--- config.mk ---
export PLATFORM = sky130hd
export DESIGN_NAME = pipeline_sequencer
export DESIGN_NICKNAME = d
export VERILOG_FILES = /design/src/rtl/pipe_seq_pkg.sv /design/src/rtl/hazard_detect.sv /design/src/rtl/pipeline_sequencer.sv
export SDC_FILE = /design/constraint.sdc
export NUM_CORES = 1
export LEC_CHECK = 0
export ABC_AREA = 1
export CAP_MARGIN = 20
export CORE_AREA = 2 2 101 103
export DETAILED_ROUTE_END_ITERATION = 16
export DIE_AREA = 0 0 103 105
export PLACE_DENSITY = 0.89
export SLEW_MARGIN = 15
export SYNTH_ARGS = -nofsm -noshare
export SYNTH_HDL_FRONTEND = slang
export SYNTH_SLANG_ARGS = --single-unit
--- constraint.sdc ---
create_clock -name clk -period 2.3 [get_ports clk]
set_input_delay 0.575 -clock clk [delete_from_list [all_inputs] [get_ports clk]]
set_output_delay 0.575 -clock clk [all_outputs]
set_load 0.02 [all_outputs]
--- src/rtl/pipe_seq_pkg.sv ---
// Shared types and constants for the pipeline stall/flush sequencer.
package pipe_seq_pkg;

   localparam int unsigned REG_W  = 4;   // architectural register index width
   localparam int unsigned WCNT_W = 4;   // SRAM wait counter width

   typedef enum logic {
      ST_RUN  = 1'b0,
      ST_WAIT = 1'b1
   } state_e;

endpackage

--- src/rtl/hazard_detect.sv ---
// Combinational RAW hazard detector between the ID sources and the EXE/MEM destinations.
// Ports: id_src1/id_src2/id_two_src (ID reads), exe_*/mem_* (producer writes),
//        forward_en (forwarding active), raw (hazard present).
module hazard_detect
   import pipe_seq_pkg::*;
(
   input  logic [REG_W-1:0] id_src1,
   input  logic [REG_W-1:0] id_src2,
   input  logic             id_two_src,
   input  logic             exe_wb_en,
   input  logic [REG_W-1:0] exe_dest,
   input  logic             exe_mem_r_en,
   input  logic             mem_wb_en,
   input  logic [REG_W-1:0] mem_dest,
   input  logic             forward_en,
   output logic             raw
);

   logic exe_m1, exe_m2, mem_m1, mem_m2;

   // With forwarding only a load in EXE cannot be bypassed in time (load-use).
   always_comb begin
      exe_m1 = exe_wb_en && (exe_dest == id_src1);
      exe_m2 = exe_wb_en && (exe_dest == id_src2);
      mem_m1 = mem_wb_en && (mem_dest == id_src1);
      mem_m2 = mem_wb_en && (mem_dest == id_src2);
      raw    = 1'b0;
      if (forward_en) begin
         raw = exe_mem_r_en && (exe_m1 || (id_two_src && exe_m2));
      end else begin
         raw = exe_m1 || mem_m1 || (id_two_src && (exe_m2 || mem_m2));
      end
   end

endmodule

--- src/rtl/pipeline_sequencer.sv ---
// Central stall/flush sequencer: RAW hazard stalls, multi-cycle SRAM freeze, branch flush,
// and saturating stall/flush performance counters.
// Ports: clk/rst (async active-low), hazard sources (id_*, exe_*, mem_*, forward_en),
//        mem_access, exe_branch, perf_clr; outputs hazard, freeze_*, wb_bubble, flush,
//        mem_busy (registered), stall_cycles, flush_count.
module pipeline_sequencer
   import pipe_seq_pkg::*;
#(
   parameter int unsigned MEM_LATENCY = 6,
   parameter int unsigned CNT_W       = 32
) (
   input  logic             clk,
   input  logic             rst,
   input  logic [REG_W-1:0] id_src1,
   input  logic [REG_W-1:0] id_src2,
   input  logic             id_two_src,
   input  logic             exe_wb_en,
   input  logic [REG_W-1:0] exe_dest,
   input  logic             exe_mem_r_en,
   input  logic             mem_wb_en,
   input  logic [REG_W-1:0] mem_dest,
   input  logic             mem_access,
   input  logic             exe_branch,
   input  logic             forward_en,
   input  logic             perf_clr,
   output logic             hazard,
   output logic             freeze_pc,
   output logic             freeze_if_id,
   output logic             freeze_id_exe,
   output logic             freeze_exe_mem,
   output logic             wb_bubble,
   output logic             flush,
   output logic             mem_busy,
   output logic [CNT_W-1:0] stall_cycles,
   output logic [CNT_W-1:0] flush_count
);

   state_e             state_q, state_d;
   logic [WCNT_W-1:0]  cnt_q, cnt_d;
   logic [CNT_W-1:0]   stall_q, stall_d;
   logic [CNT_W-1:0]   flush_q, flush_d;
   logic               mem_stall;
   logic               raw;

   hazard_detect u_hazard_detect (
      .id_src1      (id_src1),
      .id_src2      (id_src2),
      .id_two_src   (id_two_src),
      .exe_wb_en    (exe_wb_en),
      .exe_dest     (exe_dest),
      .exe_mem_r_en (exe_mem_r_en),
      .mem_wb_en    (mem_wb_en),
      .mem_dest     (mem_dest),
      .forward_en   (forward_en),
      .raw          (raw)
   );

   // State, wait counter and performance counters.
   always_ff @(posedge clk or negedge rst) begin
      if (!rst) begin
         state_q <= ST_RUN;
         cnt_q   <= '0;
         stall_q <= '0;
         flush_q <= '0;
      end else begin
         state_q <= state_d;
         cnt_q   <= cnt_d;
         stall_q <= stall_d;
         flush_q <= flush_d;
      end
   end

   // SRAM access sequencing: one RUN cycle plus MEM_LATENCY-2 counted WAIT cycles stall,
   // the final WAIT cycle (cnt==0) releases the pipeline.
   always_comb begin
      state_d   = state_q;
      cnt_d     = cnt_q;
      mem_stall = 1'b0;
      case (state_q)
         ST_RUN: begin
            if (mem_access && (MEM_LATENCY >= 2)) begin
               mem_stall = 1'b1;
               cnt_d     = WCNT_W'(MEM_LATENCY - 2);
               state_d   = ST_WAIT;
            end
         end
         ST_WAIT: begin
            if (cnt_q != '0) begin
               mem_stall = 1'b1;
               cnt_d     = cnt_q - WCNT_W'(1);
            end else begin
               state_d   = ST_RUN;
            end
         end
         default: state_d = ST_RUN;
      endcase
   end

   // Priority: SRAM stall masks everything; a flush squashes the hazard-stalled instruction.
   always_comb begin
      flush          = exe_branch && !mem_stall;
      hazard         = raw && !mem_stall && !flush;
      freeze_pc      = mem_stall || hazard;
      freeze_if_id   = mem_stall || hazard;
      freeze_id_exe  = mem_stall;
      freeze_exe_mem = mem_stall;
      wb_bubble      = mem_stall;
   end

   // Saturating counters; clear wins over increment.
   always_comb begin
      stall_d = stall_q;
      flush_d = flush_q;
      if (perf_clr) begin
         stall_d = '0;
         flush_d = '0;
      end else begin
         if (freeze_pc && (stall_q != {CNT_W{1'b1}})) stall_d = stall_q + CNT_W'(1);
         if (flush && (flush_q != {CNT_W{1'b1}}))     flush_d = flush_q + CNT_W'(1);
      end
   end

   assign mem_busy     = (state_q == ST_WAIT);
   assign stall_cycles = stall_q;
   assign flush_count  = flush_q;

endmodule

==> summary.md <==
| Metric | Value |
|---|---|
| Status | `complete, no violations` |
| Setup-failing EPs final | `0` |
| Filler cell count | `~900` |
| Syn Area/Cell | `~6.4 um2` |
| Fin crit share | `0.987` |
| Min-Delay Path Class | `primary input to asynchronous set/reset pin` |
| Min Tclk post-route | `roughly 2300 ps` |
| Fin util | `0.673` |
| Post-synth top area share | `0.342` |
| Final Hold Vio Count | `0` |
| Worst EP arrival | `1700 ps` |
| Req. time, crit path | `between 1500 and 2000 ps` |
| Post-route ant nets | `0` |
| Routability cong. | `0.961` |
| H-tree depth | `3` |
| DP HPWL | `11.0 mm` |
| Initial antenna violation count | `0` |
| Slew Limit Headroom | `0.653` |
| Vias in the first global route | `about 5000` |
| Achievable frequency | `0.441 GHz` |
| PnR worst setup slack | `between 20 and 30 ps` |
| Root buf cell | `clkbuf_8` |
| Worst slack at placement | `-788 ps` |
| N_diodes | `0` |
| Post-CTS setup buffers | `0` |
| Critical path capture point type | `output pin` |
| Port bufs | `97` |
| Slowest-stage cell, CP | `clkdlybuf4s50_1` |
| Drt drc | `0` |
| Clock tree sinks | `~70` |
| Top cells by area, synth | `dfrtp_1 34%, nand2_1 19%, inv_1 7.1%` |
| Vias | `about 5500` |
| Post-Synthesis Cell Area | `5050 um2` |
| Critical path peak fanout | `2` |
| Drt pass-1 iters | `8` |
| Reg clk slew, reported paths | `roughly 90 ps` |
| Clock latency on the worst-skew pair | `about 350 ps` |
| I/O pins | `slightly below 100` |
| Overflow after GRT | `0` |
| Crit Path Category | `primary input to output pin` |
| Total CTS buffers | `9` |
| Area of the core | `9640 um2` |
| DR vias/cell | `5.33` |
| Global Route Usage Sum | `0.282` |
| Initial Util | `0.524` |
| First-pass GRT wire length | `roughly 24 mm` |
| Die Wd | `approximately 100 um` |
| Number of distinct library cells after synthesis | `31` |
| Row cnt | `36` |
| Synth Net Count | `between 800 and 900` |
| Largest net degree at the start of global routing | `70` |
| TritonCTS clock tree | `done` |
| Nets | `approximately 930` |
| Synth area leader | `dfrtp_1` |
| Leakage | `between 3 and 4 nW` |
| CP Cell Sequence | `clkdlybuf4s50_1 -> inv_1 -> a21boi_2 -> nand2_1 -> nand2_1 -> nand2_2 -> buf_6 -> inv_2 -> buf_6` |
| DIE HEIGHT | `105 um` |
| Max-slew violation count | `0` |
| Post-CTS Hold Buffers | `0` |
| Met1 global-route usage | `0.393` |
| 1st-iter DRT viols | `between 400 and 500` |
| Busiest grt layer | `met2` |
| Max-cap violation count | `0` |
| Area Growth Syn to Fin | `28.4%` |
| Max Buffers Root-to-Sink | `2` |
| Crit start category | `primary input` |
| Cell Pwr Density | `slightly below 600 nW/um2` |
| Hold slack | `roughly 240 ps` |
| Synth Register Bits | `between 60 and 70` |
| Worst vdd ir | `between 300 and 400 uV` |
| Synth Instances | `between 700 and 800` |
| Drt wl/cell | `about 14 um` |
| Worst-margin pin slew | `around 520 ps` |
| Layout cell share with drive strength beyond 1 | `0.113` |
| Final WL | `14.7 mm` |
| CP max stage delay | `460 ps` |
| Met2 Usage GRT | `0.435` |
| Die area | `~11000 um2` |
| Met3 Use GR | `0.0435` |
| Unrepaired setup endpoints after global routing | `true` |
| Register area share after synthesis | `0.342` |
| Ys Warns | `0` |
| Worst clock skew | `approximately 12 ps` |
-- flip-flops by register name (all words and copies together) (netlist names) --
name,cells
flush_count,32
stall_cycles,32
cnt_q,4
mem_busy,1
-- timing repair --
item                       4_1_cts  5_1_grt
pin swaps                        8       16
resized for setup               51       41
hold endpoints to repair         0        0
setup endpoints to repair       39        7
-- path summary, 6_finish.rpt --
kind	from	cells after the start	endpoint	slack, ps
worst min-delay path	rst	2	flush_count[25]	240
max in group asynchronous	rst	2	stall_cycles[7]	1760
min in group clk	cnt_q[3]	2	cnt_q[3]	560
worst max-delay path	exe_mem_r_en	9	hazard	30
worst min register to register	cnt_q[3]	2	cnt_q[3]	560
worst max register to register	stall_cycles[0]	11	stall_cycles[28]	230
-- synth_stat cells (all sizes together) --
cell	number
clkbuf	9
nor3	35
nand3	66
nand4	52
xor2	23
clkinv	2
o21ai	33
a21oi	2
nor2	93
dfrtp	69
nand3b	1
o22ai	1
xnor2	10
inv	110
a21o	1
o31ai	3
a21boi	1
ha	4
nor4	1
buf	17
nand2	254
-- per-stage QoR --
stage	area (um2)	TNS, ps	total power [mW]	instances
final	6490	0	3.85	1036
after CTS	6530	0	3.85	1036
after detailed placement	6320	-18180	2.74	1020
after global routing	6490	-16.8	4.05	1036
after floorplan	5050	0	2.16	787
after global placement	6320	-16020	2.71	1020
-- kinds of logic (layout without fill, tap and decap cells) --
group                      Yosys count  after routing  share of synthesized area
DFF                                 69             69                      0.342
buffers and inverters              138            254                      0.112
adders and majority gates            4              4                    0.00991
and+or+nand+nor                    502            502                      0.436
xor gates and xnor gates            33             33                     0.0572
AOI/OAI and AO/OA                   41             41                     0.0433
-- cells in the final DEF (no fill, tap or decap), types with 2 or more instances in the layout --
cell type,Yosys,final
nand4_1,51,51
bufinv_16,0,2
o21ai_0,11,11
clkbuf_2,0,17
clkdlybuf4s15_1,0,2
nor2_1,89,86
inv_2,14,18
o21ai_1,22,22
o31ai_1,3,3
nand3_1,66,66
nand2_1,250,247
buf_6,3,4
buf_4,3,24
ha_1,4,4
clkbuf_8,0,10
clkinv_2,0,2
xor2_1,23,23
nand2_4,1,2
dfrtp_1,69,69
clkdlybuf4s50_1,0,72
nand2_2,3,5
nor2_2,2,5
nor3_1,34,34
inv_1,96,93
a21oi_1,2,2
nor2_4,2,2
xnor2_1,10,10
buf_12,0,5
-- report_power, final --
group          total (mW)  switching [mW]  internal, mW
logic                1.36           0.834         0.522
clock network        1.14           0.505         0.639
registers            1.35          0.0646          1.28
-- worst max-delay path: cells and delay by family --
family | cells | cell delay (ps)
compound gates | 1 | 120
buf+inv | 5 | 770
simple gates | 3 | 230
-- per-layer routing --
| metal | vias up | wire length, um | part of all wire |
|---|---|---|---|
| li1 | 2739 | - | - |
| met1 | 2509 | 6310 | 0.43 |
| met2 | 250 | 7050 | 0.48 |
| met3 | 25 | 1050 | 0.072 |
| met4 | 0 | 299 | 0.020 |
| met5 | - | 0 | 0 |
-- cell type report --
cell class                      instances  area, um2  area share
Clock buffer                           10        138      0.0212
Clock inverter                          6       86.3      0.0133
Multi-Input combinational cell        580       2780       0.429
Sequential cell                        69       1730       0.266
Inverter                              112        420      0.0648
Timing Repair Buffer                  126       1160       0.180
Tap cell                              133        166      0.0257
No activity file was read; power rests on OpenSTA's default activity.
